<file path="config.mk">
export PLATFORM = sky130hd
export DESIGN_NAME = serial_adder
export DESIGN_NICKNAME = d
export VERILOG_FILES = /design/src/rtl/serial_adder_pkg.sv /design/src/rtl/serial_adder_full_adder.sv /design/src/rtl/serial_adder.sv
export SDC_FILE = /design/constraint.sdc
export NUM_CORES = 1
export LEC_CHECK = 0
export BUFFER_PORTS_ARGS = -buffer_cell sky130_fd_sc_hd__buf_2
export CORE_MARGIN = 3
export CORE_UTILIZATION = 42
export CTS_CLUSTER_DIAMETER = 50
export CTS_CLUSTER_SIZE = 14
export DETAILED_ROUTE_END_ITERATION = 8
export GPL_TIMING_DRIVEN = 0
export SLEW_MARGIN = 20
export SYNTH_ARGS = -nofsm -noshare
export SYNTH_HDL_FRONTEND = slang
export SYNTH_SLANG_ARGS = --single-unit
</file>
<file path="constraint.sdc">
create_clock -name clk -period 2.5 [get_ports clk]
set_clock_uncertainty 0.2 [all_clocks]
set_input_delay 0.5 -clock clk [delete_from_list [all_inputs] [get_ports clk]]
set_output_delay 0.5 -clock clk [all_outputs]
set_load 0.005 [all_outputs]
</file>
<file path="src/rtl/serial_adder_pkg.sv">
// serial_adder_pkg
//   Shared definitions for the bit-serial adder: FSM state type, default
//   operand width and the bit-counter sizing helper.
package serial_adder_pkg;

    // Encodings match the original S_IDLE/S_RUN/S_DONE localparams so that
    // state values seen in older waveforms stay recognisable.
    typedef enum logic [1:0] {
        S_IDLE = 2'd0,
        S_RUN  = 2'd1,
        S_DONE = 2'd2
    } sa_state_e;

    localparam int unsigned SA_DEFAULT_WIDTH = 8;

    // Counter must hold 0..WIDTH, so WIDTH=1 still gets one bit.
    function automatic int unsigned sa_cnt_width(input int unsigned w);
        return $clog2(w + 1);
    endfunction

endpackage

</file>
<file path="src/rtl/serial_adder_full_adder.sv">
// full_adder
//   Single-bit combinational full adder cell used as the serial adder's
//   bit datapath.
//   Ports:
//     a, b, cin : operand bits and carry-in
//     sum       : a ^ b ^ cin
//     cout      : majority(a, b, cin)
module full_adder (
    input  logic a,
    input  logic b,
    input  logic cin,
    output logic sum,
    output logic cout
);

    assign sum  = a ^ b ^ cin;
    assign cout = (a & b) | (a & cin) | (b & cin);

endmodule

</file>
<file path="src/rtl/serial_adder.sv">
// serial_adder
//   Bit-serial WIDTH-bit adder. Operands are captured on an accepted start,
//   then one bit per clock (LSB first) is pushed through a single full_adder
//   cell with a registered carry. Produces {cout, sum} = a + b + cin and a
//   one-cycle done strobe WIDTH cycles after start is accepted.
//   Ports:
//     clk, rst    : clock, asynchronous active-high reset
//     start       : request, sampled only in IDLE or DONE
//     a, b, cin   : operands, captured when start is accepted
//     busy        : high while bits are being processed
//     done        : single-cycle completion strobe
//     sum, cout   : registered result, held until the next completion
module serial_adder
    import serial_adder_pkg::*;
#(
    parameter int unsigned WIDTH = SA_DEFAULT_WIDTH
) (
    input  logic             clk,
    input  logic             rst,
    input  logic             start,
    input  logic [WIDTH-1:0] a,
    input  logic [WIDTH-1:0] b,
    input  logic             cin,
    output logic             busy,
    output logic             done,
    output logic [WIDTH-1:0] sum,
    output logic             cout
);

    localparam int unsigned   CW       = sa_cnt_width(WIDTH);
    localparam logic [CW-1:0] CNT_LAST = CW'(WIDTH - 1);
    localparam logic [CW-1:0] CNT_ONE  = CW'(1);

    sa_state_e        state_q,  state_d;
    logic [WIDTH-1:0] a_sh_q,   a_sh_d;
    logic [WIDTH-1:0] b_sh_q,   b_sh_d;
    logic [WIDTH-1:0] sum_sh_q, sum_sh_d;
    logic             carry_q,  carry_d;
    logic [CW-1:0]    cnt_q,    cnt_d;
    logic [WIDTH-1:0] sum_q,    sum_d;
    logic             cout_q,   cout_d;

    logic             fa_sum;
    logic             fa_cout;
    logic [WIDTH-1:0] sum_shifted;

    full_adder u_fa (
        .a    (a_sh_q[0]),
        .b    (b_sh_q[0]),
        .cin  (carry_q),
        .sum  (fa_sum),
        .cout (fa_cout)
    );

    // Shift-right with the new bit entering at the MSB, written as
    // shift/OR so it also elaborates cleanly for WIDTH=1.
    always_comb begin
        sum_shifted = (sum_sh_q >> 1) | (WIDTH'(fa_sum) << (WIDTH - 1));
    end

    always_comb begin
        state_d  = state_q;
        a_sh_d   = a_sh_q;
        b_sh_d   = b_sh_q;
        sum_sh_d = sum_sh_q;
        carry_d  = carry_q;
        cnt_d    = cnt_q;
        sum_d    = sum_q;
        cout_d   = cout_q;

        case (state_q)
            // DONE accepts a new request exactly like IDLE, giving
            // back-to-back operation without an idle bubble.
            S_IDLE, S_DONE: begin
                if (start) begin
                    a_sh_d   = a;
                    b_sh_d   = b;
                    carry_d  = cin;
                    sum_sh_d = '0;
                    cnt_d    = '0;
                    state_d  = S_RUN;
                end else begin
                    state_d  = S_IDLE;
                end
            end

            S_RUN: begin
                a_sh_d   = a_sh_q >> 1;
                b_sh_d   = b_sh_q >> 1;
                sum_sh_d = sum_shifted;
                carry_d  = fa_cout;
                cnt_d    = cnt_q + CNT_ONE;
                // Last bit: publish the result including this cycle's bit.
                if (cnt_q == CNT_LAST) begin
                    sum_d   = sum_shifted;
                    cout_d  = fa_cout;
                    state_d = S_DONE;
                end
            end

            default: begin
                state_d = S_IDLE;
            end
        endcase
    end

    always_ff @(posedge clk or posedge rst) begin
        if (rst) begin
            state_q  <= S_IDLE;
            a_sh_q   <= '0;
            b_sh_q   <= '0;
            sum_sh_q <= '0;
            carry_q  <= 1'b0;
            cnt_q    <= '0;
            sum_q    <= '0;
            cout_q   <= 1'b0;
        end else begin
            state_q  <= state_d;
            a_sh_q   <= a_sh_d;
            b_sh_q   <= b_sh_d;
            sum_sh_q <= sum_sh_d;
            carry_q  <= carry_d;
            cnt_q    <= cnt_d;
            sum_q    <= sum_d;
            cout_q   <= cout_d;
        end
    end

    assign busy = (state_q == S_RUN);
    assign done = (state_q == S_DONE);
    assign sum  = sum_q;
    assign cout = cout_q;

endmodule
</file>
==> summary.md, run 1 <==
| Metric | Value |
|---|---|
| Sum of routed wire length over all layers | 2880 um |
| Ports placed on the boundary | 31 |
| Run status | finished, final reports clean |
| DRT iter0 DRCs | 29 |
| Starting utilization of the core area | 45.8% |
| Number of rows in the core area | 21 |
| Family with the most delay on the worst path | buffers and inverters |
| Cell occurring most often along the worst timing path | buf_2 |
| Unrepaired setup endpoints after global routing | no |
| Via count of the first global-routing pass | 1056 |
| GR Layer Usage met3 | 6.32% |
| Area enclosed by the die boundary | 4590 um2 |
| Number of detailed-routing iterations run before antenna repair | 4 |
| Leading cell type in the layout, fill and taps excluded | dfrtp_1 |
| Grt total ovfl | 0 |
| Met1 usage in global routing | 20.1% |
| List of cells traversed by the critical path | and2b_1 > buf_2 > buf_2 > buf_2 |
| Power Total | 2.40 mW |
| Number of buffers inserted during clock tree synthesis | 5 |
| Endpoint class of the critical path | primary output |
| Worst hold path class | in2reg |
| Longest individual stage delay on the worst path | 370 ps |
| Worst slew margin relative to its limit | 78.6% |
| Cell Count, Final, Fillers Out | 202 |
| Routability-driven placement congestion ratio | 0.764 |
| Synthesized net count | 138 |
| Net count reported at finish | 177 |
| Overall routing resource usage | 15.4% |
| Worst Tran Pin Value | 320 ps |
| Standard cell with the maximum stage delay on the critical path | dfrtp_1 |
| Unique masters post-synth | 20 |
| # setup viols final | 0 |
| Wire length of the first global-routing pass | 5010 um |
| Routed length per placed instance | 14.2 um |
| Width of the die | 67.7 um |
| Total via count after detailed routing | 1058 |
| # Max-Cap Violations | 0 |
| Final count of pins violating max slew | 0 |
| Fmax | 0.440 GHz |
| Number of filler cells placed in the layout | 301 |
| Layout Area Growth over Synthesis | 20.2% |
| Top cell type by total area after synthesis | dfrtp_1 |
| Crit path buf inv count | 3 |
| Peak supply drop | 0.423 mV |
| Endpoint arrival time on the critical path | 1570 ps |
| Post-route setup TNS | 0 ps |
| H-tree depth | 2 |
| Biggest fanout along the worst timing path | 10 |
| Setup Fix Bufs, Post-CTS | 0 |
| Fraction of synthesized cell area taken by the top area cell type | 61.0% |
| Die Height | 67.7 um |
| Number of warnings reported in the yosys synthesis log | 0 |
| Remaining antenna violation count after routing | 0 |
| Clock insertion delay at the later pin of the skew report | 290 ps |
| Count of input and output buffers | 30 |
| Fraction of layout instances using a drive strength above 1 | 36.5% |
| Worst setup margin | 227 ps |
| HPWL after detailed placement | 2080 um |
| CTS sink cnt | 39 |
| Commonest cells after routing, fill and taps aside | dfrtp_1, buf_2, a22o_1 |
| Post-route fraction of the period consumed by the critical path | 90.9% |
| Path type of the worst setup path | reg2out |
| Startpoint type of the worst setup path | flop |
| Core ar. | 3490 um2 |
| Met2 usage | 21.7% |
| Maximum number of pins on one net before global-route repair | 28 |
| Routed vias/inst | 5.24 |
| Required @ worst endpoint | 1800 ps |
| Total placed cells including tap cells | 193 |
| Mean Syn Cell Area | 13.8 um2 |
| Max Root-Sink Buffers | 2 |
| Post-CTS clock slew at the launch and capture registers of the worst setup and hold paths | 70 ps |
| Register area share after synthesis | 61.0% |
| Synthesized netlist cell count | 116 |
| Biggest area contributors in the synthesized netlist | dfrtp_1, a22o_1, a21o_1 |
| Ant diodes | 0 |
| Routing layer with the top usage in global route | met2 |
| Leakage power of the design | 1.04 nW |
| Power per cell area | 1250 nW/um2 |
| TritonCTS clock tree | built |
| Initial antenna violation count | 0 |
| Dpl ws | 524 ps |
| Number of register bits inferred by synthesis | 39 |
| Library cell used as clock root buffer | clkbuf_8 |
| Post-route DRC | 0 |
| Final hold violation count | 0 |
| Netlist area before placement | 1600 um2 |
| Shortest clock period the worst path allows after layout | 2270 ps |
## metrics by stage
stage / util, % / hold WS (ps) / area (um2)
6_report: 55.0 / 239 / 1920
2_1_floorplan: - / 250 / 1600
3_5_place_dp: 52.3 / 262 / 1830
5_1_grt: 55.0 / 232 / 1920
4_1_cts: 55.0 / 225 / 1920
3_3_place_gp: 51.7 / 258 / 1810
## cell usage after synthesis
cell type and n:
a21o_1 15, a22o_1 26, and2b_1 1, buf_2 6, buf_4 2, dfrtp_1 39
fa_1 1, ha_1 1, inv_1 1, mux2_2 9, mux2i_1 2, nand2_1 3
nand2b_1 1, nand4_1 1, nor2_1 1, nor2_2 1, nor2b_1 3, nor3b_1 1
o21ai_0 1, xnor2_1 1
## final cells by class
cell class	instances	area (um2)	area share [%]
Sequential cell	39	976	50.7
Clock inverter	2	12.5	0.651
Tap cell	46	57.6	2.99
Timing Repair Buffer	32	180	9.37
Inverter	1	3.75	0.195
Buffer	8	45.0	2.34
Multi-Input combinational cell	68	576	29.9
Clock buffer	6	72.6	3.77
## worst register-to-register path, cell delays in order, from the launching register on
cell	delay, ps
dfrtp_1	390
ha_1	210
nand2_1	80
nor3b_1	200
buf_4	220
mux2_2	350
## where the power goes
part	total, mW	internal, mW	switching (mW)
logic	0.919	0.506	0.413
clock network	0.399	0.195	0.205
registers	1.08	0.912	0.166
## logic make-up after synthesis
| group | count (synthesis) | share of synthesized area [%] |
|---|---|---|
| buf+inv | 9 | 3.05 |
| fa+ha+maj | 2 | 2.03 |
| xor+xnor | 1 | 0.547 |
| flops | 39 | 61.0 |
| simple gates | 12 | 4.22 |
| mux | 11 | 7.58 |
| compound gates | 42 | 21.6 |
## path summary, 6_finish.rpt
| kind | from | to | slack (ps) | cells after the start |
|---|---|---|---|---|
| setup / recovery | state_q[1] | busy | 230 | 4 |
| max in group asynchronous | rst | b_sh_q[2] | 1180 | 4 |
| hold / removal | a[7] | a_sh_q[7] | 240 | 2 |
| setup reg to reg | cnt_q[0] | sum[2] | 740 | 5 |
| min in group asynchronous | rst | sum_sh_q[4] | 490 | 3 |
| hold reg to reg | b_sh_q[5] | b_sh_q[5] | 280 | 1 |
## repair_timing
item,CTS,global route
hold endpoints to repair,12,0
gates resized for setup,0,0
hold buffers,1,0
## registers in the layout, indices dropped and copies added (netlist names)
name / flops
cnt_q: 4
a_sh_q: 8
carry_q: 1
state_q: 2
sum: 8
sum_sh_q: 7
cout: 1
b_sh_q: 8
## routing by layer
metal  up-vias  routed length (um)
li1        506                   -
met1       519                1370
met2        28                1270
met3         5                 187
met4         0                  53
met5         -                   0
No activity file was read; power rests on OpenSTA's default activity.
==> inputs of run 2 (changes only) <==
--- a/config.mk
+++ b/config.mk
@@ -8,6 +8,7 @@
 export BUFFER_PORTS_ARGS = -buffer_cell sky130_fd_sc_hd__buf_2
 export CORE_MARGIN = 3
 export CORE_UTILIZATION = 42
+export CTS_BUF_LIST = sky130_fd_sc_hd__clkbuf_4 sky130_fd_sc_hd__clkbuf_8
 export CTS_CLUSTER_DIAMETER = 50
 export CTS_CLUSTER_SIZE = 14
 export DETAILED_ROUTE_END_ITERATION = 8
==> summary.md, run 2 (synthesized netlist as in run 1, its figures left out) <==
| Metric | Value |
|---|---|
| Required @ worst endpoint | 1800 ps |
| Maximum number of pins on one net before global-route repair | 28 |
| Ant diodes | 0 |
| Wire length of the first global-routing pass | 5010 um |
| HPWL after detailed placement | 2080 um |
| Power Total | 2.41 mW |
| Library cell used as clock root buffer | clkbuf_8 |
| Cell occurring most often along the worst timing path | buf_2 |
| Startpoint type of the worst setup path | flop |
| Power per cell area | 1250 nW/um2 |
| Starting utilization of the core area | 45.8% |
| Max Root-Sink Buffers | 2 |
| Final count of pins violating max slew | 0 |
| Hold Path End | a_sh_q[7] |
| # setup viols final | 0 |
| Longest individual stage delay on the worst path | 370 ps |
| Routability-driven placement congestion ratio | 0.764 |
| Via count of the first global-routing pass | 1056 |
| Sum of routed wire length over all layers | 2880 um |
| GR Layer Usage met3 | 6.32% |
| Clock insertion delay at the later pin of the skew report | 290 ps |
| Initial antenna violation count | 0 |
| Post_cts resized | 0 |
| Number of rows in the core area | 21 |
| Number of detailed-routing iterations run before antenna repair | 4 |
| Core ar. | 3490 um2 |
| CTS sink cnt | 39 |
| # Max-Cap Violations | 0 |
| Worst Tran Pin Value | 320 ps |
| Start point of the worst hold path | a[7] |
| Remaining antenna violation count after routing | 0 |
| Post-route fraction of the period consumed by the critical path | 90.9% |
| Routed vias/inst | 5.24 |
| Post-route setup TNS | 0 ps |
| Overall routing resource usage | 15.4% |
| H-tree depth | 2 |
| Setup Fix Bufs, Post-CTS | 0 |
| Fmax | 0.440 GHz |
| Ports placed on the boundary | 31 |
| Routing layer with the top usage in global route | met2 |
| Post-route DRC | 0 |
| Worst hold path class | in2reg |
| Area enclosed by the die boundary | 4590 um2 |
| Hold path cells | 2 |
| Grt total ovfl | 0 |
| Final hold violation count | 0 |
| Net count reported at finish | 177 |
| Worst Hold Slack | 239 ps |
| Number of buffers inserted during clock tree synthesis | 5 |
| Biggest fanout along the worst timing path | 10 |
| List of cells traversed by the critical path | and2b_1 > buf_2 > buf_2 > buf_2 |
| Total via count after detailed routing | 1058 |
| Met2 usage | 21.7% |
| Post-CTS clock slew at the launch and capture registers of the worst setup and hold paths | 70 ps |
| Fraction of layout instances using a drive strength above 1 | 37.2% |
| Leakage power of the design | 1.04 nW |
| Width of the die | 67.7 um |
| Leading cell type in the layout, fill and taps excluded | dfrtp_1 |
| Endpoint of the most critical register-to-register path | sum[2] |
| Worst slew margin relative to its limit | 78.6% |
| Reg2reg setup slack | 740 ps |
| Depth of the most critical reg-to-reg path | 5 |
| Endpoint class of the critical path | primary output |
| Count of input and output buffers | 30 |
| Path type of the worst setup path | reg2out |
| Unrepaired setup endpoints after global routing | no |
| Endpoint arrival time on the critical path | 1570 ps |
| Commonest cells after routing, fill and taps aside | dfrtp_1, buf_2, a22o_1 |
| Worst reg2reg path startpoint | cnt_q[0] |
| Standard cell with the maximum stage delay on the critical path | dfrtp_1 |
| Routed length per placed instance | 14.2 um |
| Met1 usage in global routing | 20.1% |
| Peak supply drop | 0.423 mV |
| DRT iter0 DRCs | 29 |
| Die Height | 67.7 um |
| Run status | finished, final reports clean |
| Layout Area Growth over Synthesis | 20.4% |
| Shortest clock period the worst path allows after layout | 2270 ps |
| TritonCTS clock tree | built |
[run 2: cell types whose count changed in the layout (fill, tap and decap cells not counted)]
| cell | previous run | this run |
|---|---|---|
| clkbuf_4 | 0 | 1 |
| clkbuf_1 | 1 | 0 |
[run 2: routing by layer]
layer | up-vias | share of wire, %
met5 | - | 0
met4 | 0 | 1.8
met3 | 5 | 6.5
met2 | 28 | 44
met1 | 519 | 48
li1 | 506 | -
[run 2: stage by stage]
| stage | utilization (%) | instance area [um2] | instances | worst slack (ps) |
|---|---|---|---|---|
| 2_1_floorplan | - | 1600 | 116 | 836 |
| 3_3_place_gp | 51.7 | 1810 | 192 | 447 |
| 3_5_place_dp | 52.3 | 1830 | 193 | 524 |
| 4_1_cts | 55.1 | 1930 | 202 | 200 |
| 5_1_grt | 55.1 | 1930 | 202 | 134 |
| 6_report | 55.1 | 1930 | 202 | 227 |
[run 2: worst max path at each step]
stage / from / to / slack (ps) / cells past startpoint
2_1_floorplan: state_q[1] / busy / 840 / 3
3_3_place_gp: rst / b_sh_q[6] / 450 / 2
3_5_place_dp: state_q[1] / busy / 520 / 4
4_1_cts: state_q[1] / busy / 200 / 4
5_1_grt: state_q[1] / busy / 130 / 4
6_report: state_q[1] / busy / 230 / 4
[run 2: area by class of cell]
type	count	area (um2)
Timing Repair Buffer	32	180
Clock inverter	2	12.5
Multi-Input combinational cell	68	576
Sequential cell	39	976
Tap cell	46	57.6
Clock buffer	6	76.3
Fill cell	300	1570
Buffer	8	45.0
Inverter	1	3.75
[run 2: critical path, delay by kind of cell, from the launching register on]
kind | cells | cell delay [ps]
and+or+nand+nor | 1 | 260
DFF | 1 | 370
buffers and inverters | 3 | 660
[run 2: repair_timing]
item,CTS,global route
endpoints found under the hold margin,12,0
endpoints found under the setup margin,0,0
hold buffers,1,0
[run 2: where the power goes]
part	total, mW	internal [mW]	switching, mW
Sequential	1.08	0.912	0.166
Clock	0.410	0.205	0.205
Combinational	0.919	0.506	0.413
Total	2.41	1.62	0.784
==> inputs of run 3 (changes only) <==
--- a/config.mk
+++ b/config.mk
@@ -6,6 +6,7 @@
 export NUM_CORES = 1
 export LEC_CHECK = 0
 export BUFFER_PORTS_ARGS = -buffer_cell sky130_fd_sc_hd__buf_2
+export CORE_ASPECT_RATIO = 1.1
 export CORE_MARGIN = 3
 export CORE_UTILIZATION = 42
 export CTS_BUF_LIST = sky130_fd_sc_hd__clkbuf_4 sky130_fd_sc_hd__clkbuf_8
==> summary.md, run 3 (synthesized netlist as in run 1, its figures left out) <==
| Metric | Value |
|---|---|
| Wire length of the first global-routing pass | 5220 um |
| Sum of routed wire length over all layers | 3000 um |
| Die Height | 70.7 um |
| Routed length per placed instance | 14.8 um |
| Ports placed on the boundary | 31 |
| Shortest clock period the worst path allows after layout | 2340 ps |
| Unrepaired setup endpoints after global routing | no |
| Startpoint type of the worst setup path | flop |
| Clock insertion delay at the later pin of the skew report | 340 ps |
| Remaining antenna violation count after routing | 0 |
| Library cell used as clock root buffer | clkbuf_4 |
| Fraction of layout instances using a drive strength above 1 | 36.8% |
| Max Root-Sink Buffers | 2 |
| Hold Path End | a_sh_q[7] |
| # setup viols final | 0 |
| Endpoint arrival time on the critical path | 1640 ps |
| Final design area excluding fillers | 1900 um2 |
| Cell occurring most often along the worst timing path | buf_2 |
| Start point of the worst hold path | a[7] |
| # Max-Cap Violations | 0 |
| Core utilization of the finished layout | 54.3% |
| Worst hold path class | in2reg |
| Post_cts resized | 0 |
| Net count reported at finish | 177 |
| Layout Area Growth over Synthesis | 18.5% |
| Hold path cells | 2 |
| Commonest cells after routing, fill and taps aside | dfrtp_1, buf_2, a22o_1 |
| Post-route fraction of the period consumed by the critical path | 93.6% |
| Post-route DRC | 0 |
| Number of detailed-routing iterations run before antenna repair | 3 |
| Biggest fanout along the worst timing path | 10 |
| H-tree depth | 2 |
| Reg2reg setup slack | 720 ps |
| Core ar. | 3500 um2 |
| Placed cell area | 1830 um2 |
| List of cells traversed by the critical path | and2b_1 > buf_2 > buf_2 > buf_2 |
| Final hold violation count | 0 |
| Worst slew margin relative to its limit | 79.0% |
| Count of input and output buffers | 30 |
| Run status | finished, final reports clean |
| Power Total | 2.32 mW |
| Grt total ovfl | 0 |
| Number of rows in the core area | 22 |
| Leading cell type in the layout, fill and taps excluded | dfrtp_1 |
| Area enclosed by the die boundary | 4590 um2 |
| Number of buffers inserted during clock tree synthesis | 5 |
| Leakage power of the design | 1.03 nW |
| Longest individual stage delay on the worst path | 390 ps |
| Required @ worst endpoint | 1800 ps |
| Overall routing resource usage | 15.1% |
| DRT iter0 DRCs | 38 |
| Worst reg2reg path startpoint | cnt_q[0] |
| Width of the die | 64.9 um |
| Starting utilization of the core area | 45.8% |
| Worst Tran Pin Value | 315 ps |
| TritonCTS clock tree | built |
| CTS sink cnt | 39 |
| Standard cell with the maximum stage delay on the critical path | dfrtp_1 |
| Ant diodes | 0 |
| Routability-driven placement congestion ratio | 0.647 |
| Total via count after detailed routing | 1058 |
| Fmax | 0.427 GHz |
| Routed vias/inst | 5.21 |
| Worst setup path startpoint | state_q[1] |
| Peak supply drop | 0.554 mV |
| Depth of the most critical reg-to-reg path | 5 |
| Post-route setup TNS | 0 ps |
| Initial antenna violation count | 0 |
| Maximum number of pins on one net before global-route repair | 27 |
| HPWL after detailed placement | 2140 um |
| Post-CTS clock slew at the launch and capture registers of the worst setup and hold paths | 110 ps |
| Power per cell area | 1230 nW/um2 |
| Endpoint of the most critical register-to-register path | sum[6] |
| Endpoint class of the critical path | primary output |
| Final count of pins violating max slew | 0 |
| Path type of the worst setup path | reg2out |
| Via count of the first global-routing pass | 1118 |
-- run 3: changes by cell type in the layout (fill, tap and decap cells not counted), sizes merged --
cell      delta
clkinvlp     -1
-- run 3: report_power, final --
group,switching (mW),leakage (nW),internal (mW),total [mW]
Clock,0.194,0.0341,0.130,0.325
Combinational,0.409,0.503,0.506,0.915
Sequential,0.174,0.498,0.910,1.08
Total,0.778,1.03,1.55,2.32
-- run 3: cell type report --
| type | instances | area (um2) |
|---|---|---|
| Multi-Input combinational cell | 68 | 576 |
| Sequential cell | 39 | 976 |
| Tap cell | 48 | 60.1 |
| Clock buffer | 6 | 51.3 |
| Buffer | 8 | 45.0 |
| Inverter | 1 | 3.75 |
| Fill cell | 317 | 1600 |
| Timing Repair Buffer | 32 | 180 |
| Clock inverter | 1 | 5.00 |
-- run 3: layer usage --
layer	share of wire, %	track usage [%]	vias to the layer above
met5	0	0	-
met4	1.9	6.34	0
met3	6.5	5.71	6
met2	46	22.8	29
met1	46	19.5	520
li1	-	-	503
-- run 3: worst max-delay path by stage --
stage | cells past startpoint | slack (ps) | endpoint
after detailed placement | 4 | 520 | busy
after global routing | 4 | 30 | busy
final | 4 | 160 | busy
after floorplan | 3 | 840 | busy
after global placement | 2 | 440 | b_sh_q[6]
after CTS | 4 | 110 | busy
-- run 3: worst max-delay path, delay by kind of cell (launching register included) --
| family | cells | cell delay (ps) |
|---|---|---|
| buffers and inverters | 3 | 660 |
| flip-flops | 1 | 390 |
| AND/OR/NAND/NOR | 1 | 250 |
-- run 3: repair_timing --
action / CTS / global route
buffers inserted: 0 / 0
hold buffers: 1 / 0
hold endpoints to repair: 13 / 0
-- run 3: metrics by stage --
stage          worst slack [ps]  cells  hold slack (ps)
5_1_grt                    26.0    203              165
6_report                    161    203              178
2_1_floorplan               836    116              250
3_5_place_dp                520    195              266
4_1_cts                     115    203              167
3_3_place_gp                440    194              259
